[src/rtl/fetch_pkg.sv]
// Shared types and constants for the instruction fetch unit.
// Queue entries are sized for the widest supported PC/instruction (64 bits).
package fetch_pkg;

    localparam int FETCH_MAX_W = 64;

    localparam logic [FETCH_MAX_W-1:0] FETCH_NOP      = '0;
    localparam logic [FETCH_MAX_W-1:0] FETCH_RESET_PC = '0;

    typedef struct packed {
        logic [FETCH_MAX_W-1:0] pc;
        logic [FETCH_MAX_W-1:0] ir;
    } fetch_entry_t;

endpackage

[src/rtl/fetch_if.sv]
// Fetch-to-decode handshake bundle; the fetch side is the master.
interface fetch_if #(
    parameter int ADDR_W = 32,
    parameter int INSN_W = 32
);
    logic              fd_valid;
    logic [ADDR_W-1:0] fd_pc;
    logic [INSN_W-1:0] fd_ir;
    logic              fd_ready;

    modport master (output fd_valid, output fd_pc, output fd_ir, input fd_ready);
    modport slave  (input fd_valid, input fd_pc, input fd_ir, output fd_ready);
endinterface

[src/rtl/fetch_queue.sv]
// Circular buffer of fetched {pc, ir} entries; clear wins over push/pop.
module fetch_queue
    import fetch_pkg::*;
#(
    parameter int QDEPTH = 2
) (
    input  logic         clock,
    input  logic         reset,
    input  logic         push,
    input  logic         pop,
    input  logic         clear,
    input  fetch_entry_t push_data,
    output logic         full,
    output logic         empty,
    output fetch_entry_t head
);
    localparam int PTR_W = $clog2(QDEPTH);
    localparam logic [PTR_W:0] DEPTH_C = (PTR_W+1)'(QDEPTH);

    fetch_entry_t     mem [QDEPTH];
    logic [PTR_W-1:0] wr_ptr;
    logic [PTR_W-1:0] rd_ptr;
    logic [PTR_W:0]   count;
    logic             do_push;
    logic             do_pop;

    assign full    = (count == DEPTH_C);
    assign empty   = (count == '0);
    assign do_pop  = pop & !empty;
    assign do_push = push & (!full | do_pop);
    assign head    = mem[rd_ptr];

    always_ff @(posedge clock or posedge reset) begin
        if (reset) begin
            wr_ptr <= '0;
            rd_ptr <= '0;
            count  <= '0;
        end else if (clear) begin
            wr_ptr <= '0;
            rd_ptr <= '0;
            count  <= '0;
        end else begin
            if (do_push) wr_ptr <= wr_ptr + PTR_W'(1);
            if (do_pop)  rd_ptr <= rd_ptr + PTR_W'(1);
            count <= count + (PTR_W+1)'(do_push) - (PTR_W+1)'(do_pop);
        end
    end

    // Storage needs no reset: entries are only visible while count is nonzero.
    always_ff @(posedge clock) begin
        if (do_push && !clear) mem[wr_ptr] <= push_data;
    end

endmodule

[src/rtl/fetch_unit.sv]
// Instruction fetch: PC register, redirect handling and a small fetch queue.
// Define FETCH_PERF_EN to add the perf_fetched/perf_stalls counters.
module fetch_unit
    import fetch_pkg::*;
#(
    parameter int                ADDR_W   = 32,
    parameter int                INSN_W   = 32,
    parameter int                QDEPTH   = 2,
    parameter logic [ADDR_W-1:0] RESET_PC = ADDR_W'(FETCH_RESET_PC)
) (
    input  logic              clock,
    input  logic              reset,
    output logic [ADDR_W-1:0] address_imem,
    input  logic [INSN_W-1:0] q_imem,
    fetch_if.master           fd,
    input  logic              redirect,
    input  logic [ADDR_W-1:0] redirect_pc
`ifdef FETCH_PERF_EN
    ,
    output logic [31:0]       perf_fetched,
    output logic [31:0]       perf_stalls
`endif
);
    logic [ADDR_W-1:0] pc;
    logic [ADDR_W-1:0] pc_plus1;
    logic              q_full;
    logic              q_empty;
    logic              dequeue;
    logic              do_fetch;
    fetch_entry_t      push_entry;
    fetch_entry_t      head;
    logic              unused_head;

    assign address_imem = pc;
    assign pc_plus1     = pc + ADDR_W'(1);
    assign dequeue      = fd.fd_valid & fd.fd_ready;
    assign do_fetch     = !redirect & (!q_full | dequeue);
    assign unused_head  = ^head;

    always_comb begin
        push_entry    = '0;
        push_entry.pc = FETCH_MAX_W'(pc_plus1);
        push_entry.ir = FETCH_MAX_W'(q_imem);
    end

    always_ff @(posedge clock or posedge reset) begin
        if (reset)          pc <= RESET_PC;
        else if (redirect)  pc <= redirect_pc;
        else if (do_fetch)  pc <= pc_plus1;
    end

    fetch_queue #(.QDEPTH(QDEPTH)) u_queue (
        .clock     (clock),
        .reset     (reset),
        .push      (do_fetch),
        .pop       (dequeue & !redirect),
        .clear     (redirect),
        .push_data (push_entry),
        .full      (q_full),
        .empty     (q_empty),
        .head      (head)
    );

    // Decode sees only registered queue state, forced to a NOP when empty.
    always_comb begin
        fd.fd_valid = !q_empty;
        fd.fd_pc    = '0;
        fd.fd_ir    = INSN_W'(FETCH_NOP);
        if (!q_empty) begin
            fd.fd_pc = head.pc[ADDR_W-1:0];
            fd.fd_ir = head.ir[INSN_W-1:0];
        end
    end

`ifdef FETCH_PERF_EN
    always_ff @(posedge clock or posedge reset) begin
        if (reset) begin
            perf_fetched <= '0;
            perf_stalls  <= '0;
        end else begin
            if (do_fetch)                   perf_fetched <= perf_fetched + 32'd1;
            if (fd.fd_valid && !fd.fd_ready) perf_stalls  <= perf_stalls + 32'd1;
        end
    end
`endif

endmodule

[src/flat_wrapper.sv]
// flat-port wrapper written by rule: the top's interface ports become plain ports
module fetch_unit_flat import fetch_pkg::*;
#(
    parameter int                ADDR_W   = 32,
    parameter int                INSN_W   = 32,
    parameter int                QDEPTH   = 2,
    parameter logic [ADDR_W-1:0] RESET_PC = ADDR_W'(FETCH_RESET_PC)
)
  (clock, reset, address_imem, q_imem, redirect, redirect_pc, fd_fd_valid, fd_fd_pc, fd_fd_ir, fd_fd_ready);
  fetch_if #(.ADDR_W(ADDR_W), .INSN_W(INSN_W)) fd_i ();
  input  logic clock;
  input  logic reset;
  output logic [ADDR_W-1:0] address_imem;
  input  logic [INSN_W-1:0] q_imem;
  input  logic redirect;
  input  logic [ADDR_W-1:0] redirect_pc;
  output wire logic [$bits(fd_i.fd_valid)-1:0] fd_fd_valid;
  output wire logic [$bits(fd_i.fd_pc)-1:0] fd_fd_pc;
  output wire logic [$bits(fd_i.fd_ir)-1:0] fd_fd_ir;
  input wire logic [$bits(fd_i.fd_ready)-1:0] fd_fd_ready;
  assign fd_fd_valid = fd_i.fd_valid;
  assign fd_fd_pc = fd_i.fd_pc;
  assign fd_fd_ir = fd_i.fd_ir;
  assign fd_i.fd_ready = fd_fd_ready;
  fetch_unit #(.ADDR_W(ADDR_W), .INSN_W(INSN_W), .QDEPTH(QDEPTH), .RESET_PC(RESET_PC)) u_core (.clock(clock), .reset(reset), .address_imem(address_imem), .q_imem(q_imem), .fd(fd_i), .redirect(redirect), .redirect_pc(redirect_pc));
endmodule
[config.mk]
export PLATFORM = sky130hd
export DESIGN_NAME = fetch_unit_flat
export DESIGN_NICKNAME = d
export VERILOG_FILES = /design/src/rtl/fetch_pkg.sv /design/src/rtl/fetch_if.sv /design/src/rtl/fetch_queue.sv /design/src/rtl/fetch_unit.sv /design/src/flat_wrapper.sv
export SDC_FILE = /design/constraint.sdc
export NUM_CORES = 1
export LEC_CHECK = 0
export BUFFER_PORTS_ARGS = -buffer_cell sky130_fd_sc_hd__buf_2
export CAP_MARGIN = 20
export CORE_MARGIN = 3
export CORE_UTILIZATION = 45
export CTS_BUF_LIST = sky130_fd_sc_hd__clkbuf_2
export DETAILED_ROUTE_END_ITERATION = 6
export PLACE_DENSITY = 0.72
export REMOVE_ABC_BUFFERS = 1
export SLEW_MARGIN = 30
export SYNTH_ARGS = -nofsm -noshare
export SYNTH_HDL_FRONTEND = slang
export SYNTH_SLANG_ARGS = --single-unit
[constraint.sdc]
create_clock -name clock -period 5.4 [get_ports clock]
set_clock_uncertainty 0.2 [all_clocks]
set_input_delay 1.62 -clock clock [delete_from_list [all_inputs] [get_ports clock]]
set_output_delay 1.62 -clock clock [all_outputs]
set_load 0.01 [all_outputs]
==> results, run 1 <==
- The run finished with clean final reports.
- The number of search-and-repair iterations in the first detailed-routing pass is 4.
- Once the clock tree was built, the setup fixing pass inserted 0 buffers.
- Hold is met by 468 ps.
- The final route contains 4813 vias.
- For this run, the post-layout net count is 798.
- No sink is reached through more buffers than the 2 on the longest clock path.
- Fill cells in the final layout number 1379.
- Data on the critical path is required at its endpoint by 3580 ps.
- Setup violations remaining at the end of the flow were counted as 0.
- The total count of max-transition violations in the final report is 0.
- After clock tree synthesis, the repair step resized 0 gates.
- Synthesis instantiated 40 different standard cells from the library.
- Based on the critical path, the design can be clocked at up to 238 MHz.
- For this configuration, the core starts out at a cell density of 46.1%.
- The count of standard-cell rows is 46.
- The cell sitting at the root of the clock tree is a clkbuf_2.
- The tool flagged a number of max-cap violations equal to 0.
- The library cell used most frequently in the layout, excluding fill and tap cells, is buf_2.
- The tightest min-delay check is of the reg2reg type.
- The number of enable-type register cells in the synthesized netlist is 128.
- The first global-routing pass estimated 25100 um of wire.
- The area growth from synthesis to layout is 18.2%.
- In the routed layout, each cell is associated on average with a via count of 5.03.
- The overall power consumption is 3.29 mW.
- The top cell types in the final layout, fill and taps aside, are 164 x buf_2, 128 x edfxtp_1, 80 x nor2_1, 65 x mux2i_1, 49 x nand2_1.
- The source-to-sink clock delay at the later pin of the worst-skew pair is 700 ps.
- A synthesized cell averages 12.8 um2.
- The area enclosed by the die boundary is 17900 um2.
- The number of sinks on the clock net is 164.
- Dividing total power by cell area gives a power density of 379 nW/um2.
- After detailed routing, the average wire length per cell comes to 16.5 um.
- The setup path with the least slack is of type reg2out.
- The worst path uses 77.7% of the clock period.
- The core box area is 15900 um2.
- The Yosys warning count is 0.
- The routed wire length is 15800 um.
- The number of top-level pins is 165.
- The final RePlAce weighted congestion is 0.847.
- After clock tree synthesis, the clock-pin slew on the worst setup and hold paths is 220 ps.
- Sorting the synthesized cells by area gives the leading types as edfxtp_1 52%, dfrtp_1 12%, mux2i_1 8.9%.
- The detailed router finished its first iteration with 262 violations.
- The cell count after synthesis is 573.
- The slew at the pin closest to its max-slew limit is 871 ps.
- STA classifies the critical path startpoint as a register.
- The shortest period the worst path allows is 4190 ps.
- The share of async-settable or async-resettable flops after synthesis is 22.0%.
- The HPWL after detailed placement is 11100 um.
- The count of nets left with antenna violations once routing finished came out at 0.
- Summing the sequential cell areas from Yosys gives 64.6% of the chip area.
- The number of buffer cells added on primary ports is 164.
- In this run the vertical extent of the chip is 134 um.
- The total grt overflow is 0.
- The H-tree depth is 4.
- Summed over all instances, the cell type with the most area after synthesis is edfxtp_1.
- After synthesis the cells add up to 7350 um2.
- TritonCTS built the clock tree.
- The overall global routing resource usage is 18.0%.
- The maximum number of pins on one net before global-route repair is 69.
- The number of antenna diodes is 0.
- The relative slew slack is 41.7%.
- The maximum vdd drop is 152 uV.
- The leakage power figure is 3.43 nW.
- The total of flip-flops plus latches after synthesis is 164.
- The worst-path maximum fanout is 28.
- Of the cells placed in the final design, the portion with a size suffix greater than 1 is 29.6%.
- The via count of the first global-routing pass is 4998.
- TritonCTS created 17 clock buffers.
- The residual DRC count is 0.
- The die boundary width is 134 um.
- The number of hold-slack violations in the final timing report is 0.
- The initial antenna violation count was 0.
- The share of the synthesized area in the top cell type is 52.3%.
- Setup repair after global routing left no endpoint under its margin.
- The critical path data arrival time is 2370 ps.
- The most used flip-flop cell after synthesis is edfxtp_1.
- The worst setup path is captured at an output port.
- The number of buffers added to fix hold violations after cts is 0.
- Setup total negative slack on the finished layout was measured at 0 ps.
cells in the mapped netlist (3+ instances only):
master and n:
nor3_1 4, and4_1 3, clkbuf_2 3, dfrtp_1 36
edfxtp_1 128, mux2i_1 65, xor2_1 30, nand3_1 17
nand2_1 49, clkbuf_1 16, and3_1 7, buf_1 6
nor2_1 83, inv_1 6, buf_6 3, o21ai_0 29
nand4_1 17, buf_2 7, xnor2_1 35, ha_1 3
per-layer routing:
| layer | vias up | global-route usage [%] | routed length [um] |
|---|---|---|---|
| li1 | 2331 | - | - |
| met1 | 2325 | 22.5 | 6790 |
| met5 | - | 0 | 0 |
| met4 | 0 | 5.31 | 123 |
| met2 | 147 | 30.6 | 7890 |
| met3 | 10 | 5.10 | 956 |
report_power, final:
group          switching, mW  total [mW]  internal (mW)
Combinational          0.525       0.904          0.379
Clock                  0.418       0.728          0.310
Sequential             0.120        1.66           1.54
stage by stage:
step / worst slack [ps] / util (%) / area [um2] / std cells
floorplan: 68.7 / - / 7170 / 536
global placement: 1380 / 52.4 / 8350 / 922
detailed placement: 1290 / 52.7 / 8400 / 924
CTS: 1070 / 54.5 / 8690 / 956
global route: 933 / 54.5 / 8690 / 956
finish: 1210 / 54.5 / 8690 / 956
path summary, 6_finish.rpt:
| kind | from | to | slack [ps] | depth (start not counted) |
|---|---|---|---|---|
| setup reg to reg | u_core.u_queue.count[1]$_DFF_PP0_ | u_core.u_queue.mem[1][7]$_DFFE_PP_ | 2490 | 4 |
| max in group asynchronous | reset | u_core.address_imem[30]$_DFFE_PP0P_ | 3840 | 3 |
| setup / recovery | u_core.u_queue.count[1]$_DFF_PP0_ | fd_fd_ir[13] | 1210 | 5 |
| min in group asynchronous | reset | u_core.address_imem[3]$_DFFE_PP0P_ | 790 | 3 |
| hold / removal | u_core.u_queue.count[1]$_DFF_PP0_ | u_core.u_queue.count[1]$_DFF_PP0_ | 470 | 2 |
| hold reg to reg | u_core.u_queue.count[1]$_DFF_PP0_ | u_core.u_queue.count[1]$_DFF_PP0_ | 470 | 2 |
cell type report:
type	count	area, um2	area share (%)
Timing Repair Buffer	172	933	10.7
Clock inverter	15	200	2.30
Multi-Input combinational cell	366	2430	27.9
Sequential cell	164	4750	54.7
Clock buffer	17	85.1	0.979
Tap cell	216	270	3.11
Inverter	6	22.5	0.259
worst max-delay path, stage by stage, from the launching register on:
cell     delay (ps)
dfrtp_1         490
nor2_4          460
buf_16          240
buf_4           260
nor2_1           80
buf_2           140
cells by family after synthesis:
family	share of synthesized area (%)
XOR/XNOR	7.75
buffers and inverters	2.78
adder cells (fa/ha/maj)	0.511
flip-flops	64.6
multiplexers	9.01
AO/OA/AOI/OAI	2.11
AND/OR/NAND/NOR	13.3
registers in the layout, summed over array words and instances (netlist names):
signal	flops
u_core.u_queue.mem	128
u_core.address_imem	32
u_core.u_queue.count	2
u_core.u_queue.rd_ptr	1
u_core.u_queue.wr_ptr	1
Power figures use the tool's default switching activity.
==> inputs of run 2 (changes only) <==
--- a/config.mk
+++ b/config.mk
@@ -5,6 +5,7 @@
 export SDC_FILE = /design/constraint.sdc
 export NUM_CORES = 1
 export LEC_CHECK = 0
+export ABC_AREA = 1
 export BUFFER_PORTS_ARGS = -buffer_cell sky130_fd_sc_hd__buf_2
 export CAP_MARGIN = 20
 export CORE_MARGIN = 3
==> constraint.sdc (replaced) <==
create_clock -name clock -period 3.96 [get_ports clock]
set_clock_uncertainty 0.2 [all_clocks]
set_input_delay 1.188 -clock clock [delete_from_list [all_inputs] [get_ports clock]]
set_output_delay 1.188 -clock clock [all_outputs]
set_load 0.01 [all_outputs]
==> run 2 against run 1 <==
Compared with the run above: power rose by 44%; final area up 1.5%; worst hold slack lost 120 ps; critical path depth fell by 1; critical path type unchanged; sequential power is 41% higher; global-route usage is 2.0 points higher; synthesized cell count increased by 35%; flip-flop and latch count stayed put; via count increased by 18%; first-iteration DRC count grew 39%; worst setup slack lost 900 ps; non-clock buffer count rose by 5.
==> results, run 2 <==
- The area enclosed by the die boundary came to 18100 um2 (+1.2%).
- The share of the synthesized area in the top cell type came to 51.7% (-0.65 points).
- Walking the worst path, the cells encountered are nor2_4, buf_4, a21oi_1, buf_2.
- The count of standard-cell rows came to 46 (unchanged).
- The residual DRC count is 0 (unchanged).
- The sequential cell fraction of total power came to 49.1% (-1.3 points).
- The number of hold-slack violations in the final timing report is 0 (unchanged).
- The mean area per synthesized cell came to 9.61 um2 (-25%).
- The number of sinks on the clock net came to 164 (unchanged).
- In the layout the commonest cells are 322 x nand2_1, 164 x buf_2, 128 x edfxtp_1, 65 x a21oi_1, 58 x inv_1.
- The register ranked first by flip-flop count is u_core.u_queue.mem.
- The prevailing post-synth register cell is edfxtp_1.
- The number of search-and-repair iterations in the first detailed-routing pass is 5 (+1).
- The fraction of the cycle the final worst path needs is 92.3%.
- On the critical path, the stage with the largest delay is an instance of buf_4.
- The relative slew slack is 49.7% (+8.0 points).
- The per-cell routed wire length came to 15.3 um (-7.1%).
- The switching power as a share of total power was 35.7% (+3.4 points).
- In the post-synthesis netlist, the biggest area contributors are edfxtp_1 52%, nand2_1 16%, dfrtp_1 12%.
- The die boundary width came to 135 um (+0.60%).
- The pre-CTS setup slack was 1060 ps (-231 ps).
- The number of antenna diodes is 0 (unchanged).
- The height of the die was 135 um (+0.60%).
- The TritonCTS clock tree is done.
- The global-route wire length before repair came to 27800 um (+11%).
- The number of flip-flops under the largest register name is 128 (unchanged).
- Summed over all instances, the cell type with the most area after synthesis is edfxtp_1.
- The source-to-sink clock delay at the later pin of the worst-skew pair is 710 ps (about the same).
- The shortest period the worst path allows is 3660 ps.
- The count of unique library cells instantiated by Yosys is 28 (-30%).
- By instance count, the leading cell after synthesis is nand2_1.
- The iteration-0 DRC count of the detailed router is 363 (+39%).
- The number of buffers on the longest clock path is 2 (unchanged).
- The share of async-settable or async-resettable flops after synthesis came to 22.0% (unchanged).
- The cell area power density is 539 nW/um2 (+42%).
- The clock slew seen by the registers of the worst setup and hold paths is 250 ps (+30 ps).
- The maximum number of pins on one net before global-route repair came to 67 (-2.9%).
- The commonest cells after synthesis are 322 x nand2_1, 128 x edfxtp_1, 65 x a21oi_1, 59 x inv_1, 45 x nor2_1.
- The element type at the critical path end is an output port.
- The H-tree depth came to 4 (unchanged).
- The cell count after synthesis is 774 (+35%).
- The growth of design area from synthesis to finish is 18.5%.
- The count of final setup violators was 0 (unchanged).
- The leakage power figure is 3.99 nW (+16%).
- The number of maximum-capacitance constraint violations is 0 (unchanged).
- The fraction of layout cells with a size suffix above 1 is 24.6% (-5.0 points).
- The library cell used most frequently in the layout, excluding fill and tap cells, is nand2_1.
- The required time at the worst-slack endpoint is 2570 ps (-1010 ps).
- The number of buffer cells added on primary ports is 164 (unchanged).
- STA classifies the critical path startpoint as a register.
- Setup repair after global routing left no endpoint under its margin.
- The combined area of the multi-input logic cells is 2360 um2 (-2.6%).
- The worst-path maximum fanout is 66 (+140%).
- The clock network power share is 21.4% (-0.7 points).
- The number of filler cells placed in the layout is 1436 (+4.1%).
- The delay of the slowest cell on the worst path was 570 ps (+80 ps).
- The placed wire-length estimate after detailed placement is 12300 um (+11%).
- The min-delay analysis places its worst path in the category in2async.
- The synthesized area is 7440 um2 (+1.3%).
- The post-cts resize count is 0 (unchanged).
- The total grt overflow was 0 (unchanged).
- The starting utilization of the core area is 46.3% (+0.25 points).
- The number of top-level pins was 165 (unchanged).
- The fmax is 274 MHz.
- The routed via count is 5665 (+18%).
- The maximum vdd drop is 356 uV (+130%).
- The sequential standard cell area is 4750 um2 (about the same).
- The routed wire length is 17900 um (+14%).
- The core box area is 16100 um2 (+0.72%).
- The master cell of the clock root buffer is clkbuf_2.
- The share of synthesized area occupied by flip-flops and latches is 63.8% (-0.80 points).
- The final RePlAce weighted congestion is 0.818 (-3.4%).
- The number of nets with antenna violations after routing was 0 (unchanged).
- The power share of the combinational group is 29.5% (+2.0 points).
- The Yosys warning count was 0 (unchanged).
- The worst hold margin is 346 ps (-122 ps).
- The total of flip-flops plus latches after synthesis is 164 (unchanged).
- The total number of nets in the final design is 1010 (+27%).
- The clock buffer count from CTS was 17 (unchanged).
- The initial antenna violation count is 0 (unchanged).
- The via count of the first global-routing pass is 5322 (+6.5%).
- The number of buffers added to fix hold violations after cts is 0 (unchanged).
- The total count of max-transition violations in the final report was 0 (unchanged).
- The critical path data arrival time is 2270 ps (-100 ps).
- The slew at the pin closest to its max-slew limit came to 755 ps (-116 ps).
- The overall power consumption came to 4.75 mW (+44%).
- The run finished with clean final reports.
- The post-detailed-route via-to-cell ratio is 4.85 (-3.7%).
- The overall global routing resource usage is 20.0% (+2.0 points).
- The final setup slack of the worst path is 304 ps (-901 ps).
- The number of enable-type register cells in the synthesized netlist was 128 (unchanged).
- The type of the worst setup path is reg2out.
- The number of setup buffers added after CTS was 0 (unchanged).
- The internal cell power came to 3.06 mW (+37%).
- The switching power was 1.70 mW (+60%).
## run 2: area by class of cell
cell class	count	share of cell area (%)
Sequential cell	164	53.8
Multi-Input combinational cell	519	26.8
Timing Repair Buffer	177	10.4
Tap cell	216	3.07
Inverter	60	2.56
Clock inverter	15	2.31
Clock buffer	17	0.965
## run 2: critical path: cells and delay by family, from the launching register on
family | cells | cell delay (ps)
AO/OA/AOI/OAI | 1 | 130
buffers and inverters | 2 | 750
AND/OR/NAND/NOR | 1 | 120
flip-flops | 1 | 490
## run 2: path summary, 6_finish.rpt
check                                                         from                                   to  slack (ps)  cells past startpoint
max in group asynchronous                                    reset    u_core.u_queue.rd_ptr$_DFFE_PP0P_        2830                      3
worst max-delay path             u_core.u_queue.count[1]$_DFF_PP0_                         fd_fd_pc[28]         300                      4
min in group clock              u_core.address_imem[1]$_DFFE_PP0P_   u_core.address_imem[1]$_DFFE_PP0P_         440                      2
worst max register to register   u_core.u_queue.count[1]$_DFF_PP0_    u_core.u_queue.count[1]$_DFF_PP0_        1540                     10
worst min-delay path                                         reset  u_core.address_imem[30]$_DFFE_PP0P_         350                      3
worst min register to register  u_core.address_imem[1]$_DFFE_PP0P_   u_core.address_imem[1]$_DFFE_PP0P_         440                      2
## run 2: power by group through the flow
| stage | Clock [mW] | Sequential (mW) | Combinational (mW) |
|---|---|---|---|
| after floorplan | 0 | 2.39 | 0.784 |
| after global placement | 0 | 2.37 | 1.41 |
| after detailed placement | 0 | 2.37 | 1.43 |
| after CTS | 1.04 | 2.33 | 1.43 |
| after global routing | 1.11 | 2.36 | 1.57 |
| final | 1.01 | 2.34 | 1.40 |
## run 2: per-layer routing
metal / wire, um / global-route usage (%) / vias up
met4: 244 / 5.66 / 0
met2: 8690 / 33.7 / 153
met5: 0 / 0 / -
met1: 7890 / 25.8 / 2658
met3: 1050 / 5.07 / 16
li1: - / - / 2838
## run 2: kinds of logic (layout without fill, tap and decap cells)
| family | after synthesis | after routing | share of synthesized area, % |
|---|---|---|---|
| AOI/OAI and AO/OA | 88 | 88 | 6.04 |
| xor gates and xnor gates | 16 | 16 | 2.29 |
| adders and majority gates | 3 | 3 | 0.505 |
| buffers and inverters | 91 | 269 | 4.74 |
| DFF | 164 | 164 | 63.8 |
| and+or+nand+nor | 412 | 412 | 22.7 |
## run 2: stage by stage
step	std cells	instance area, um2	util [%]	TNS, ps
after floorplan	743	7310	-	-111700
after global placement	1136	8520	53.1	0
after detailed placement	1136	8520	53.1	0
after CTS	1168	8810	54.9	0
after global routing	1168	8810	54.9	0
final	1168	8810	54.9	0
